**src/rtl/ram_arbiter_if.sv**
```systemverilog
// Bus bundle between two RAM requesters, the arbiter and the RAM macro.
// Ports: a_*/b_* requester handshakes, b_lock burst hint, ram_* macro side.
interface ram_arbiter_if #(
  parameter int DATA_WIDTH = 16,
  parameter int ADDR_WIDTH = 12
);
  logic                  a_req;
  logic                  a_we;
  logic [ADDR_WIDTH-1:0] a_addr;
  logic [DATA_WIDTH-1:0] a_wdata;
  logic                  a_gnt;
  logic                  a_rvalid;
  logic [DATA_WIDTH-1:0] a_rdata;

  logic                  b_req;
  logic                  b_we;
  logic [ADDR_WIDTH-1:0] b_addr;
  logic [DATA_WIDTH-1:0] b_wdata;
  logic                  b_gnt;
  logic                  b_rvalid;
  logic [DATA_WIDTH-1:0] b_rdata;
  logic                  b_lock;

  logic [ADDR_WIDTH-1:0] ram_addr;
  logic [DATA_WIDTH-1:0] ram_dout;
  logic                  ram_we;
  logic [DATA_WIDTH-1:0] ram_din;

  modport slave (
    input  a_req, a_we, a_addr, a_wdata,
    output a_gnt, a_rvalid, a_rdata,
    input  b_req, b_we, b_addr, b_wdata, b_lock,
    output b_gnt, b_rvalid, b_rdata,
    output ram_addr, ram_dout, ram_we,
    input  ram_din
  );

  modport master (
    output a_req, a_we, a_addr, a_wdata,
    input  a_gnt, a_rvalid, a_rdata,
    output b_req, b_we, b_addr, b_wdata, b_lock,
    input  b_gnt, b_rvalid, b_rdata,
    input  ram_addr, ram_dout, ram_we,
    output ram_din
  );
endinterface

```
**src/rtl/ram_arbiter.sv**
```systemverilog
// Two-port arbiter for one single-port sync RAM, with B burst locking.
// Ports: i_clk, i_rst (sync, active-low), bus (ram_arbiter_if.slave).
module ram_arbiter #(
  parameter int DATA_WIDTH = 16,
  parameter int ADDR_WIDTH = 12,
  parameter int LOCK_MAX   = 8
) (
  input  logic        i_clk,
  input  logic        i_rst,
  ram_arbiter_if.slave bus
);

  localparam int CW = $clog2(LOCK_MAX + 1);

  typedef enum logic {
    FAIR,
    LOCKED
  } state_t;

  state_t          state_q;
  state_t          state_d;
  logic [CW-1:0]   cnt_q;
  logic [CW-1:0]   cnt_d;
  logic [CW-1:0]   cnt_nx;
  logic            last_b_q;
  logic            a_rv_q;
  logic            b_rv_q;
  logic            lock_win;
  logic            pick_b;
  logic            a_gnt;
  logic            b_gnt;
  logic            a_rvalid;
  logic            b_rvalid;

  logic [ADDR_WIDTH-1:0] addr_mux;
  logic [DATA_WIDTH-1:0] wdata_mux;
  logic                  we_mux;

  always_ff @(posedge i_clk) begin
    if (!i_rst) begin
      state_q  <= FAIR;
      cnt_q    <= '0;
      last_b_q <= 1'b1;
      a_rv_q   <= 1'b0;
      b_rv_q   <= 1'b0;
    end else begin
      state_q <= state_d;
      cnt_q   <= cnt_d;
      if (a_gnt || b_gnt) begin
        last_b_q <= b_gnt;
      end
      a_rv_q <= a_gnt && !bus.a_we;
      b_rv_q <= b_gnt && !bus.b_we;
    end
  end

  // The burst ends on the grant that reaches LOCK_MAX, so the
  // following cycle is already FAIR with last winner B (A first).
  always_comb begin
    state_d = FAIR;
    cnt_d   = '0;
    cnt_nx  = '0;
    if (b_gnt && bus.b_lock) begin
      cnt_nx = (state_q == LOCKED) ? cnt_q + 1'b1 : CW'(1);
      if (cnt_nx < CW'(LOCK_MAX)) begin
        state_d = LOCKED;
        cnt_d   = cnt_nx;
      end
    end
  end

  always_comb begin
    lock_win = (state_q == LOCKED) && bus.b_req && bus.b_lock;
    pick_b   = 1'b0;
    unique case (1'b1)
      lock_win:                             pick_b = 1'b1;
      (!lock_win && bus.a_req && bus.b_req): pick_b = !last_b_q;
      (!lock_win && !bus.a_req && bus.b_req): pick_b = 1'b1;
      default:                              pick_b = 1'b0;
    endcase
    a_gnt = i_rst && bus.a_req && !pick_b;
    b_gnt = i_rst && bus.b_req && pick_b;

    addr_mux  = '0;
    wdata_mux = '0;
    we_mux    = 1'b0;
    unique case (1'b1)
      a_gnt: begin
        addr_mux  = bus.a_addr;
        wdata_mux = bus.a_wdata;
        we_mux    = bus.a_we;
      end
      b_gnt: begin
        addr_mux  = bus.b_addr;
        wdata_mux = bus.b_wdata;
        we_mux    = bus.b_we;
      end
      default: begin
        addr_mux  = '0;
        wdata_mux = '0;
        we_mux    = 1'b0;
      end
    endcase
  end

  // A read granted just before reset must not surface during reset.
  assign a_rvalid = a_rv_q && i_rst;
  assign b_rvalid = b_rv_q && i_rst;

  assign bus.a_gnt    = a_gnt;
  assign bus.b_gnt    = b_gnt;
  assign bus.a_rvalid = a_rvalid;
  assign bus.b_rvalid = b_rvalid;
  assign bus.a_rdata  = a_rvalid ? bus.ram_din : '0;
  assign bus.b_rdata  = b_rvalid ? bus.ram_din : '0;
  assign bus.ram_addr = addr_mux;
  assign bus.ram_dout = wdata_mux;
  assign bus.ram_we   = we_mux;

endmodule

```
**src/flat_wrapper.sv**
```systemverilog
// flat-port wrapper written by rule: the top's interface ports become plain ports
module ram_arbiter_flat 
#(
  parameter int DATA_WIDTH = 16,
  parameter int ADDR_WIDTH = 12,
  parameter int LOCK_MAX   = 8
)
  (i_clk, i_rst, bus_a_req, bus_a_we, bus_a_addr, bus_a_wdata, bus_a_gnt, bus_a_rvalid, bus_a_rdata, bus_b_req, bus_b_we, bus_b_addr, bus_b_wdata, bus_b_lock, bus_b_gnt, bus_b_rvalid, bus_b_rdata, bus_ram_addr, bus_ram_dout, bus_ram_we, bus_ram_din);
  ram_arbiter_if #(.DATA_WIDTH(DATA_WIDTH), .ADDR_WIDTH(ADDR_WIDTH)) bus_i ();
  input  logic i_clk;
  input  logic i_rst;
  input wire logic [$bits(bus_i.a_req)-1:0] bus_a_req;
  input wire logic [$bits(bus_i.a_we)-1:0] bus_a_we;
  input wire logic [$bits(bus_i.a_addr)-1:0] bus_a_addr;
  input wire logic [$bits(bus_i.a_wdata)-1:0] bus_a_wdata;
  output wire logic [$bits(bus_i.a_gnt)-1:0] bus_a_gnt;
  output wire logic [$bits(bus_i.a_rvalid)-1:0] bus_a_rvalid;
  output wire logic [$bits(bus_i.a_rdata)-1:0] bus_a_rdata;
  input wire logic [$bits(bus_i.b_req)-1:0] bus_b_req;
  input wire logic [$bits(bus_i.b_we)-1:0] bus_b_we;
  input wire logic [$bits(bus_i.b_addr)-1:0] bus_b_addr;
  input wire logic [$bits(bus_i.b_wdata)-1:0] bus_b_wdata;
  input wire logic [$bits(bus_i.b_lock)-1:0] bus_b_lock;
  output wire logic [$bits(bus_i.b_gnt)-1:0] bus_b_gnt;
  output wire logic [$bits(bus_i.b_rvalid)-1:0] bus_b_rvalid;
  output wire logic [$bits(bus_i.b_rdata)-1:0] bus_b_rdata;
  output wire logic [$bits(bus_i.ram_addr)-1:0] bus_ram_addr;
  output wire logic [$bits(bus_i.ram_dout)-1:0] bus_ram_dout;
  output wire logic [$bits(bus_i.ram_we)-1:0] bus_ram_we;
  input wire logic [$bits(bus_i.ram_din)-1:0] bus_ram_din;
  assign bus_i.a_req = bus_a_req;
  assign bus_i.a_we = bus_a_we;
  assign bus_i.a_addr = bus_a_addr;
  assign bus_i.a_wdata = bus_a_wdata;
  assign bus_a_gnt = bus_i.a_gnt;
  assign bus_a_rvalid = bus_i.a_rvalid;
  assign bus_a_rdata = bus_i.a_rdata;
  assign bus_i.b_req = bus_b_req;
  assign bus_i.b_we = bus_b_we;
  assign bus_i.b_addr = bus_b_addr;
  assign bus_i.b_wdata = bus_b_wdata;
  assign bus_i.b_lock = bus_b_lock;
  assign bus_b_gnt = bus_i.b_gnt;
  assign bus_b_rvalid = bus_i.b_rvalid;
  assign bus_b_rdata = bus_i.b_rdata;
  assign bus_ram_addr = bus_i.ram_addr;
  assign bus_ram_dout = bus_i.ram_dout;
  assign bus_ram_we = bus_i.ram_we;
  assign bus_i.ram_din = bus_ram_din;
  ram_arbiter #(.DATA_WIDTH(DATA_WIDTH), .ADDR_WIDTH(ADDR_WIDTH), .LOCK_MAX(LOCK_MAX)) u_core (.i_clk(i_clk), .i_rst(i_rst), .bus(bus_i));
endmodule
```
**config.mk**
```make
export PLATFORM = sky130hd
export DESIGN_NAME = ram_arbiter_flat
export DESIGN_NICKNAME = d
export VERILOG_FILES = /design/src/rtl/ram_arbiter_if.sv /design/src/rtl/ram_arbiter.sv /design/src/flat_wrapper.sv
export SDC_FILE = /design/constraint.sdc
export NUM_CORES = 1
export LEC_CHECK = 0
export ABC_AREA = 1
export CORE_ASPECT_RATIO = 1.25
export CORE_MARGIN = 1
export CORE_UTILIZATION = 25
export DETAILED_ROUTE_END_ITERATION = 7
export GPL_TIMING_DRIVEN = 0
export PLACE_DENSITY = 0.81
export SYNTH_ARGS = -nofsm -noshare
export SYNTH_HDL_FRONTEND = slang
export SYNTH_SLANG_ARGS = --single-unit
```
**constraint.sdc**
```tcl
create_clock -name i_clk -period 1.7 [get_ports i_clk]
set_clock_uncertainty 0.15 [all_clocks]
set_input_delay 0.34 -clock i_clk [delete_from_list [all_inputs] [get_ports i_clk]]
set_output_delay 0.34 -clock i_clk [all_outputs]
set_load 0.005 [all_outputs]
```
==> flow_metrics.env <==
export IMPL_outcome="complete, but fails checks"
export IMPL_violations_in_the_final_reports="setup timing"
export IMPL_synthDominantCellAreaShare_pct=22.9
export IMPL_cts_made_buffers=3
export IMPL_met2_usage_pct=38.5
export IMPL_share_of_final_layout_standard_cells_stronger_than_drive_strength_1_pct=38.9
export IMPL_final_hold_violation_count=0
export IMPL_synth_seq_area_share_pct=14.9
export IMPL_layer_with_the_highest_usage_after_global_routing="met2"
export IMPL_synthFlopType="dfxtp_1"
export IMPL_rows=26
export IMPL_grt_util_met3_pct=5.50
export IMPL_finalMaxSlewViolations=0
export IMPL_critical_path_required_ps=1210
export IMPL_avgViaCountPerCell=4.27
export IMPL_final_period_utilization_pct=114
export IMPL_first_global_vias=1598
export IMPL_grt_start_max_net_pins=11
export IMPL_critical_path_max_fanout=5
export IMPL_dieHeight_um=75.2
export IMPL_cts_root_buffer_cell="clkbuf_8"
export IMPL_most_numerous_cell_types_in_the_synthesized_netlist="inv_1 (56), nor2_1 (38), nand2_1 (36)"
export IMPL_first_pass_iters=4
export IMPL_r2r_start="u_core.last_b_q"
export IMPL_hold_depth=2
export IMPL_slowest_cell_on_crit_path="dfxtp_2"
export IMPL_timing_final_crit_period_ps=1930
export IMPL_total_leakage_power_nw=1.58
export IMPL_grt_use_total_pct=19.1
export IMPL_wire_length_of_the_first_global_routing_pass_mm=6.69
export IMPL_post_route_ant_nets=0
export IMPL_post_synth_num_cell_types=17
export IMPL_setup_ws_post_layout_ps=-233
export IMPL_fillers=387
export IMPL_dr_total_vias=1776
export IMPL_ordered_list_of_cells_on_the_worst_path="nand2_1 -> inv_1 -> nand2_2 -> nand2_4 -> nand3_4 -> buf_6 -> buf_12 -> o21ai_2 -> buf_2"
export IMPL_globalRoute_totalOverflow=0
export IMPL_globalRouteMet1Util_pct=17.2
export IMPL_detail_route_drc_violations=0
export IMPL_first_iter_violations=38
export IMPL_antennaDiodeCount=0
export IMPL_boundaryPins=144
export IMPL_rr_worst_depth=10
export IMPL_critPathTopFamily="buffers and inverters"
export IMPL_synth_mux_area_share_pct=0
export IMPL_crit_arrival_ps=1440
export IMPL_ys_warn_count=0
export IMPL_numClockSinks=8
export IMPL_post_synth_fa_ha_maj_area_fraction_pct=1.17
export IMPL_hold_worst_slack_ps=244
export IMPL_areaGrowthSynthToFinish_pct=161
export IMPL_clkSlewWorstSetupHoldPaths_ps=40
export IMPL_timing_max_cap_violations=0
export IMPL_tritoncts_clock_tree="built"
export IMPL_synth_compound_gate_area_share_pct=24.0
export IMPL_synthSimpleGateAreaFrac_pct=31.0
export IMPL_ir_drop_v=0.000226
export IMPL_max_freq_ghz=0.517
export IMPL_standard_cell_core_area_um2=4100
export IMPL_initial_core_util_pct=26.2
export IMPL_port_buffer_count=142
export IMPL_grt_setup_unrepaired="yes"
export IMPL_post_synth_inst_count=190
export IMPL_synth_largest_area_cell="o21ai_2"
export IMPL_die_width_um=60.6
export IMPL_holdPathEnd="u_core.last_b_q"
export IMPL_longest_clk_path_bufs=2
export IMPL_tns_ps=-5880
export IMPL_ys_seq_elements=8
export IMPL_p_per_area_nw_per_um2=333
export IMPL_end_kind="primary output"
export IMPL_largest_family_of_logic_cells_by_synthesized_area="simple AND/OR/NAND/NOR gates"
export IMPL_design_die_area_um2=4560
export IMPL_drt_wirelength_per_cell_um=11.6
export IMPL_worst_setup_path_type="reg2out"
export IMPL_postSynth_asyncResetShare_pct=0
export IMPL_number_of_antenna_violations_at_the_first_check_in_global_routing=0
export IMPL_dp_hpwl_mm=3.69
export IMPL_hold_buffers=0
export IMPL_synthXorXnorAreaFrac_pct=0.817
export IMPL_average_cell_area_after_synthesis_um2=5.64
export IMPL_detail_route_wirelength_mm=4.83
export IMPL_critical_path_startpoint_type="register"
export IMPL_post_synthesis_net_count=270
export IMPL_crit_path_max_incr_delay_ps=320
export IMPL_yosysMostFrequentCell="inv_1"
export IMPL_setup_viol_count_final=32
export IMPL_hp_class="in2reg"
export IMPL_area_taken_by_multi_input_logic_gates_um2=707
export IMPL_r2r_end="u_core.cnt_q[0]"
export IMPL_sequential_cell_area_um2=164
export IMPL_finish_net_count=442
export IMPL_mappedNetlistArea_um2=1070
export IMPL_insertion_delay_ps=220
export IMPL_timing_hold_worst_start="bus_a_req"
export IMPL_routabilityCongestion=0.763
export IMPL_path_buf_inv=4
export IMPL_cts_htree_levels=1
export IMPL_synth_area_leaders="o21ai_2 (23%), inv_1 (20%), dfxtp_1 (15%), nor2_1 (13%), nand2_1 (13%)"
export IMPL_reg2reg_slack_ps=300
export IMPL_synth_edff_count=0
cell usage in the layout, fill, tap and decap left out, drive strengths merged:
master,n
buf,65
o21ai,29
nor2,38
clkdlybuf4s50,75
nand3,5
conb,1
inv,57
dlygate4sd2,14
o211ai,1
xnor2,1
dfxtp,8
ha,1
clkdlybuf4s15,10
clkbuf,15
nand4,2
nand2,38
how the worst max path moves through the flow:
stage,startpoint,end,slack [ps],depth (start not counted)
finish,u_core.last_b_q,bus_ram_dout[2],-230,9
global route,u_core.last_b_q,bus_ram_dout[2],-310,10
CTS,u_core.last_b_q,bus_ram_dout[11],-250,9
detailed placement,bus_a_req,bus_ram_we,-880,9
global placement,bus_a_req,bus_ram_we,-850,9
floorplan,i_rst,bus_ram_dout[13],260,6
through the flow:
stage	worst slack [ps]	instances	cell area [um2]	utilization [%]	power, W
2_1_floorplan	258	190	1070	-	0.000347
3_3_place_gp	-849	388	2560	62.5	0.000652
3_5_place_dp	-878	388	2560	62.5	0.000661
4_1_cts	-254	411	2760	67.2	0.000919
5_1_grt	-311	416	2800	68.3	0.000991
6_report	-233	416	2800	68.3	0.000931
flip-flops by register name, summed over array words and instances (netlist names):
register,count
u_core.cnt_q,4
u_core.a_rv_q,1
u_core.b_rv_q,1
u_core.last_b_q,1
u_core.state_q,1
routing by layer:
| metal | vias up | share of wire, % |
|---|---|---|
| li1 | 887 | - |
| met1 | 779 | 32 |
| met2 | 102 | 55 |
| met3 | 8 | 11 |
| met4 | 0 | 1.8 |
| met5 | - | 0 |
power breakdown:
group	internal (W)	leakage (nW)	switching, W
combinational	0.000322	1.49	0.000190
clock	0.000153	0.0216	0.0000665
sequential	0.000196	0.0661	0.00000385
total	0.000670	1.58	0.000261
layout make-up:
cell class,instances,share of cell area [%]
clock buffer,3,1.48
buffer,7,3.26
inverter,57,7.74
multi-input combinational,116,25.3
sequential,8,5.86
tap,56,2.50
timing repair buffer,169,53.9
logic make-up after synthesis:
| kind of cell | Yosys count |
|---|---|
| DFF | 8 |
| AOI/OAI and AO/OA | 30 |
| buffers and inverters | 66 |
| adders and majority gates | 1 |
| xor gates and xnor gates | 1 |
| other | 1 |
| and+or+nand+nor | 83 |
what timing repair did:
| item | CTS | global route |
|---|---|---|
| setup endpoints to repair | 65 | 56 |
| gates cloned | 2 | 1 |
| resized for setup | 211 | 44 |
| pin swaps | 2 | 3 |
| setup buffers | 18 | 7 |
(Power assumes the default switching activity.)
